`src/rtl/logic_basic_cdc_pkg.sv`:
```
// Shared definitions for the toggle request/acknowledge CDC link.
// The state type is common to the transmitter and the receiver.
package logic_basic_cdc_pkg;

  typedef enum logic {
    IDLE     = 1'b0,
    WAIT_ACK = 1'b1
  } cdc_tx_state_t;

  // Fewer than two flops leaves no settling time for a metastable first stage.
  localparam int CDC_MIN_STAGES = 2;

endpackage

```
`src/rtl/logic_basic_cdc_transmitter_synchronizer.sv`:
```
// Multi-flop level synchronizer that brings an asynchronous signal into the aclk domain.
module logic_basic_synchronizer #(
  parameter int WIDTH  = 1,
  parameter int STAGES = 2
) (
  input  logic             aclk,
  input  logic             areset_n,
  input  logic [WIDTH-1:0] d_i,
  output logic [WIDTH-1:0] q_o
);

  logic [STAGES-1:0][WIDTH-1:0] sync_q;

  // NOTE: the stages are reset as well, so after reset the output is a known 0
  // rather than whatever the chain powered up with.
  always_ff @(posedge aclk or negedge areset_n) begin
    if (!areset_n) begin
      sync_q <= '0;
    end else begin
      sync_q <= {sync_q[STAGES-2:0], d_i};
    end
  end

  assign q_o = sync_q[STAGES-1];

endmodule

```
`src/rtl/logic_basic_cdc_transmitter.sv`:
```
// Source half of a toggle req/ack CDC link: captures one word, toggles cdc_req,
// and waits for the synchronized cdc_ack toggle before accepting the next word.
module logic_basic_cdc_transmitter
  import logic_basic_cdc_pkg::*;
#(
  parameter int WIDTH  = 1,
  parameter int STAGES = 2
) (
  input  logic             aclk,
  input  logic             areset_n,
  input  logic             tx_valid,
  output logic             tx_ready,
  input  logic [WIDTH-1:0] tx_data,
  output logic             cdc_req,
  output logic [WIDTH-1:0] cdc_data,
  input  logic             cdc_ack,
  output logic             err
);

  if (STAGES < CDC_MIN_STAGES) begin : g_stages_check
    $error("logic_basic_cdc_transmitter: STAGES must be at least %0d", CDC_MIN_STAGES);
  end

  cdc_tx_state_t    state_q;
  logic             req_q;
  logic [WIDTH-1:0] data_q;
  logic             err_q;
  logic             ack_s;

  logic_basic_synchronizer #(
    .WIDTH  (1),
    .STAGES (STAGES)
  ) u_ack_sync (
    .aclk     (aclk),
    .areset_n (areset_n),
    .d_i      (cdc_ack),
    .q_o      (ack_s)
  );

  // NOTE: non-blocking assignments everywhere here, so every branch sees the
  // pre-edge value of req_q regardless of statement order.
  always_ff @(posedge aclk or negedge areset_n) begin
    if (!areset_n) begin
      state_q <= IDLE;
      req_q   <= 1'b0;
      data_q  <= '0;
      err_q   <= 1'b0;
    end else begin
      case (state_q)
        IDLE: begin
          // In IDLE the echoed toggle must already match; anything else is a stray ack.
          if (ack_s != req_q) begin
            err_q <= 1'b1;
          end
          if (tx_valid) begin
            data_q  <= tx_data;
            req_q   <= ~req_q;
            state_q <= WAIT_ACK;
          end
        end
        WAIT_ACK: begin
          if (ack_s == req_q) begin
            state_q <= IDLE;
          end
        end
        default: state_q <= IDLE;
      endcase
    end
  end

  assign tx_ready = (state_q == IDLE);
  assign cdc_req  = req_q;
  assign cdc_data = data_q;
  assign err      = err_q;

endmodule

```
`config.mk`:
```
export PLATFORM = sky130hd
export DESIGN_NAME = logic_basic_cdc_transmitter
export DESIGN_NICKNAME = d
export VERILOG_FILES = /design/src/rtl/logic_basic_cdc_pkg.sv /design/src/rtl/logic_basic_cdc_transmitter_synchronizer.sv /design/src/rtl/logic_basic_cdc_transmitter.sv
export SDC_FILE = /design/constraint.sdc
export NUM_CORES = 1
export LEC_CHECK = 0
export ABC_CLOCK_PERIOD_IN_PS = 1660
export CAP_MARGIN = 20
export CORE_AREA = 4 4 41 43
export CTS_CLUSTER_SIZE = 24
export DETAILED_ROUTE_END_ITERATION = 12
export DIE_AREA = 0 0 45 47
export GPL_ROUTABILITY_DRIVEN = 1
export HOLD_SLACK_MARGIN = 0.08
export PLACE_DENSITY = 0.42
export SLEW_MARGIN = 20
export SYNTH_ARGS = -nofsm -noshare
export SYNTH_HDL_FRONTEND = slang
export SYNTH_SLANG_ARGS = --single-unit
export TNS_END_PERCENT = 20
```
`constraint.sdc`:
```
create_clock -name aclk -period 1.66 [get_ports aclk]
set_input_delay 0.332 -clock aclk [delete_from_list [all_inputs] [get_ports aclk]]
set_output_delay 0.332 -clock aclk [all_outputs]
set_load 0.005 [all_outputs]
```
* Word level (Yosys, flattened, before mapping)
Index checks and enable logic that the tools add are counted.
Storage, ports and cells: bits in registers 6, input port bits 5, output and inout port bits 4, word-level logic and storage cells 15
Operators by class: equality and inequality tests 2, multiplexer cells 3, bitwise operators 2, reductions and logical operators 2
Operator list (count):
- AND reduction 2 bit | 2
- two-way mux 1 bit | 2
- NOT 1 bit | 2
- case mux 1 bit (2 select lines) | 1
- equality test 1 bit | 1
- inequality test 1 bit | 1

* Longest topological paths before layout
depth after elaboration 3, depth in mapped cells 2, gate-level depth less buffers 2

* Modules after synthesis
A second synthesis with hierarchy kept.
Second synthesis, totals: cell total of the unflattened synthesis 13, area, all modules 212.7 um^2
Modules (own cells, without submodules):
- logic_basic_cdc_transmitter | instances 1, cells an instance 11, area each 162.7 um^2, seq. area each 100.1 um^2
- logic_basic_synchronizer | instances 1, cells an instance 2, area each 50.0 um^2, seq. area each 50.0 um^2

* Least setup slack after synthesis
Ideal clock, no wire load.
path kind reg2reg, from register state_q, to register data_q, in the netlist cdc_data, library setup time 0.125 ns, arrival time 0.797 ns, data required time 1.535 ns, setup slack 0.738 ns, cell stages (with the launch flop) 3, path buffers 0, clock period less this slack 0.922 ns, path through dfrtp_1 nand2b_4 mux2_4
Between the ends: word-level cells in the longest chain between the ends 2
RTL lines:
- start, declared | RTL line logic_basic_cdc_transmitter.sv:24 | cdc_tx_state_t state_q;
- start signal, assigned | RTL line logic_basic_cdc_transmitter.sv:44 | state_q <= IDLE;
- start signal, assigned | RTL line logic_basic_cdc_transmitter.sv:58 | state_q <= WAIT_ACK;
- start signal, assigned | RTL line logic_basic_cdc_transmitter.sv:63 | state_q <= IDLE;
- NOT 1 bit (no line)
- AND reduction 2 bit (no line)
- end signal, assigned | RTL line logic_basic_cdc_transmitter.sv:56 | data_q <= tx_data;
- end, declared | RTL line logic_basic_cdc_transmitter.sv:26 | logic [WIDTH-1:0] data_q;
No other way between the ends. A chain may end at the register's enable or synchronous reset.

* Final worst setup path
from register state_q, to output port tx_ready
Between the ends: word-level cells in the longest chain between the ends 1
RTL lines:
- NOT 1 bit (no line)
- end, declared | RTL line logic_basic_cdc_transmitter.sv:12 | output logic tx_ready,
No other way between the ends.

==> results.md <==
- Remaining DRCs: 0
- Maximum vdd drop: 0.0005420 V
- Global-route wire length before repair: 655 um
- CTS sink count: 6
- GP Congestion: 0.5699
- Crit path capture type: primary output
- First drt pass iteration count: 2
- CP Data Required Time: 1330 ps
- Fillcell total: 142
- Worst-Skew Late Latency: 240 ps
- Post-DP HPWL: 305.2 um
- CTS tree: built
- Die ar.: 2115 um2
- Setup Slack @ Placement: 326.8 ps
- Gate power share: 34.0%
- Pwr/cell area: 1576 nW/um2
- Share of cells above drive strength 1: 20.83%
- Diode count: 0
- CTS resizes: 0
- Area contributors post-synth: dfrtp_1 (71%), xnor2_1 (8.2%), mux2_4 (7.1%), nand2b_4 (6.5%), o21bai_1 (3.5%)
- Largest net degree at the start of global routing: 7
- Area after DPL: 311.5 um2
- Setup ws final: 131.7 ps
- Critical path arrival: 1200 ps
- Inserted Clock Buffers: 3
- Setup crit start kind: flop
- Max-cap violations: 0
- Sequential Power Share: 41.6%
- Worst Max-Slew Pin Slew: 264.5 ps
- RSZ-0062 raised after global routing: false
- Switching Share: 24.80%
- Synthesis warning total: 0
- Hold-fix buffers, CTS: 0
- Post-route ant nets: 0
- Grt ovf: 0
- Worst Path Max Fanout: 3
- Routed Wire Length: 391 um
- Post-layout util: 25.67%
- Slew Limit Fails: 0
- Reg2reg path depth: 2
- Postcts setup bufs: 0
- Wirelength per Cell: 10.03 um
- Internal power: 0.3958 mW
- Fin crit period: 1528 ps
- Die width: 45 um
- Final setup fails: 0
- Post-Syn Nets: 18
- Die span in y: 47 um
- H-tree Lvls: 1
- Setup Total Neg Slack: 0 ps
- Reg clk slew, reported paths: 40 ps
- Pleak: 0.1438 nW
- Tcrit/Tclk final: 92.07%
- Clock Power Share: 24.4%
- Post-Syn Instances: 13
- Total vias in the final route: 139
- Fmax: 0.6543 GHz
- Final Net Count: 31
- Slew Limit Headroom: 82.31%
- Share of the synthesized area in the top cell type: 70.59%
- Final Skew: 2.699 ps
- Switching power: 0.1305 mW
- Clock Tree Root: clkbuf_4
- DR vias/cell: 3.564
- Mean cell area of the mapped netlist: 16.36 um2
- Netlist cell types: 7
- Seq/Total Area, Yosys: 70.59%
- Mapped Area: 212.7 um2
- Area leader, netlist: dfrtp_1
- Initial core utilization: 16.35%
- Initial antenna violation count: 0
- IO Pins: 9
- Area grow syn2layout: 57.06%
- CP Class: reg2out
- Seq cells post-synth: 6
- Outcome: finished, final reports clean
- Hold Fails Final Rpt: 0
- Vias in the first global route: 160
- # rows: 13
- GRT Total Usage: 5.242%
- Max clock buf depth: 2
- Core ar.: 1301 um2
- DR iter-0 viols: 1
- HP Class: in2async
- IO Port Bufs: 8
- Final instance area: 334.1 um2
sequential cells by signal, summed over array words and instances (netlist names):
| register | count |
|---|---|
| cdc_data | 1 |
| cdc_req | 1 |
| err | 1 |
| state_q | 1 |
| u_ack_sync.q_o | 1 |
| u_ack_sync.sync_q | 1 |
worst max-delay path, stage by stage, from the launching register on:
cell and delay [ps]:
dfrtp_1 390, inv_1 70, clkdlybuf4s50_1 500
layer usage:
| metal | vias up | routed length, um | part of all wire (%) | track usage [%] |
|---|---|---|---|---|
| li1 | 63 | - | - | - |
| met1 | 67 | 170 | 43 | 4.619 |
| met2 | 7 | 173 | 44 | 7.062 |
| met3 | 2 | 43 | 11 | 3.448 |
| met4 | 0 | 4 | 1.0 | 7.018 |
| met5 | - | 0 | 0 | 0 |
power by group through the flow:
stage	Combinational, mW	Sequential, mW	Clock (mW)
detailed placement	0.181	0.220	0
floorplan	0.0826	0.219	0
finish	0.179	0.219	0.128
CTS	0.184	0.220	0.138
global placement	0.181	0.219	0
global route	0.195	0.224	0.145
Yosys cell counts:
master	count
nand2b_4	1
o21ai_0	1
xnor2_1	2
mux2_4	1
o21bai_1	1
dfrtp_1	6
inv_1	1
placed cells by master, fill, tap and decap left out:
cell and instances:
nand2b_4 1, xnor2_1 2, dfrtp_1 6, o21ai_0 1, inv_1 1, mux2_4 1, clkdlybuf4s50_1 8, o21bai_1 1
clkbuf_4 3
through the flow:
stage	instances	power [mW]	hold slack (ps)
3_3_place_gp	36	0.4003	337.0
2_1_floorplan	13	0.3016	36.41
6_report	39	0.5263	330.8
4_1_cts	39	0.5420	333.0
5_1_grt	39	0.5643	351.8
3_5_place_dp	36	0.4019	345.2
final timing paths:
path,start,to,slack (ps)
min,areset_n,cdc_req,330
min in group aclk,u_ack_sync.sync_q[0],u_ack_sync.q_o,350
max,state_q,tx_ready,130
max in group asynchronous,areset_n,cdc_data,1120
max reg2reg,state_q,cdc_data,690
min reg2reg,u_ack_sync.sync_q[0],u_ack_sync.q_o,350
cell type report:
class	instances	area (um2)	area share [%]
repair buffers	8	80.08	23.97
clock buffers	3	22.52	6.742
multi-input cells	6	58.81	17.60
flip-flops and latches	6	150.1	44.94
well taps	15	18.77	5.618
inverters	1	3.754	1.124
cell families after synthesis:
family | share of synthesized area, %
buffers and inverters | 1.763
multiplexers | 7.057
flip-flops | 70.59
XOR/XNOR | 8.237
AO/OA/AOI/OAI | 5.881
AND/OR/NAND/NOR | 6.469
Power figures use the tool's default switching activity.
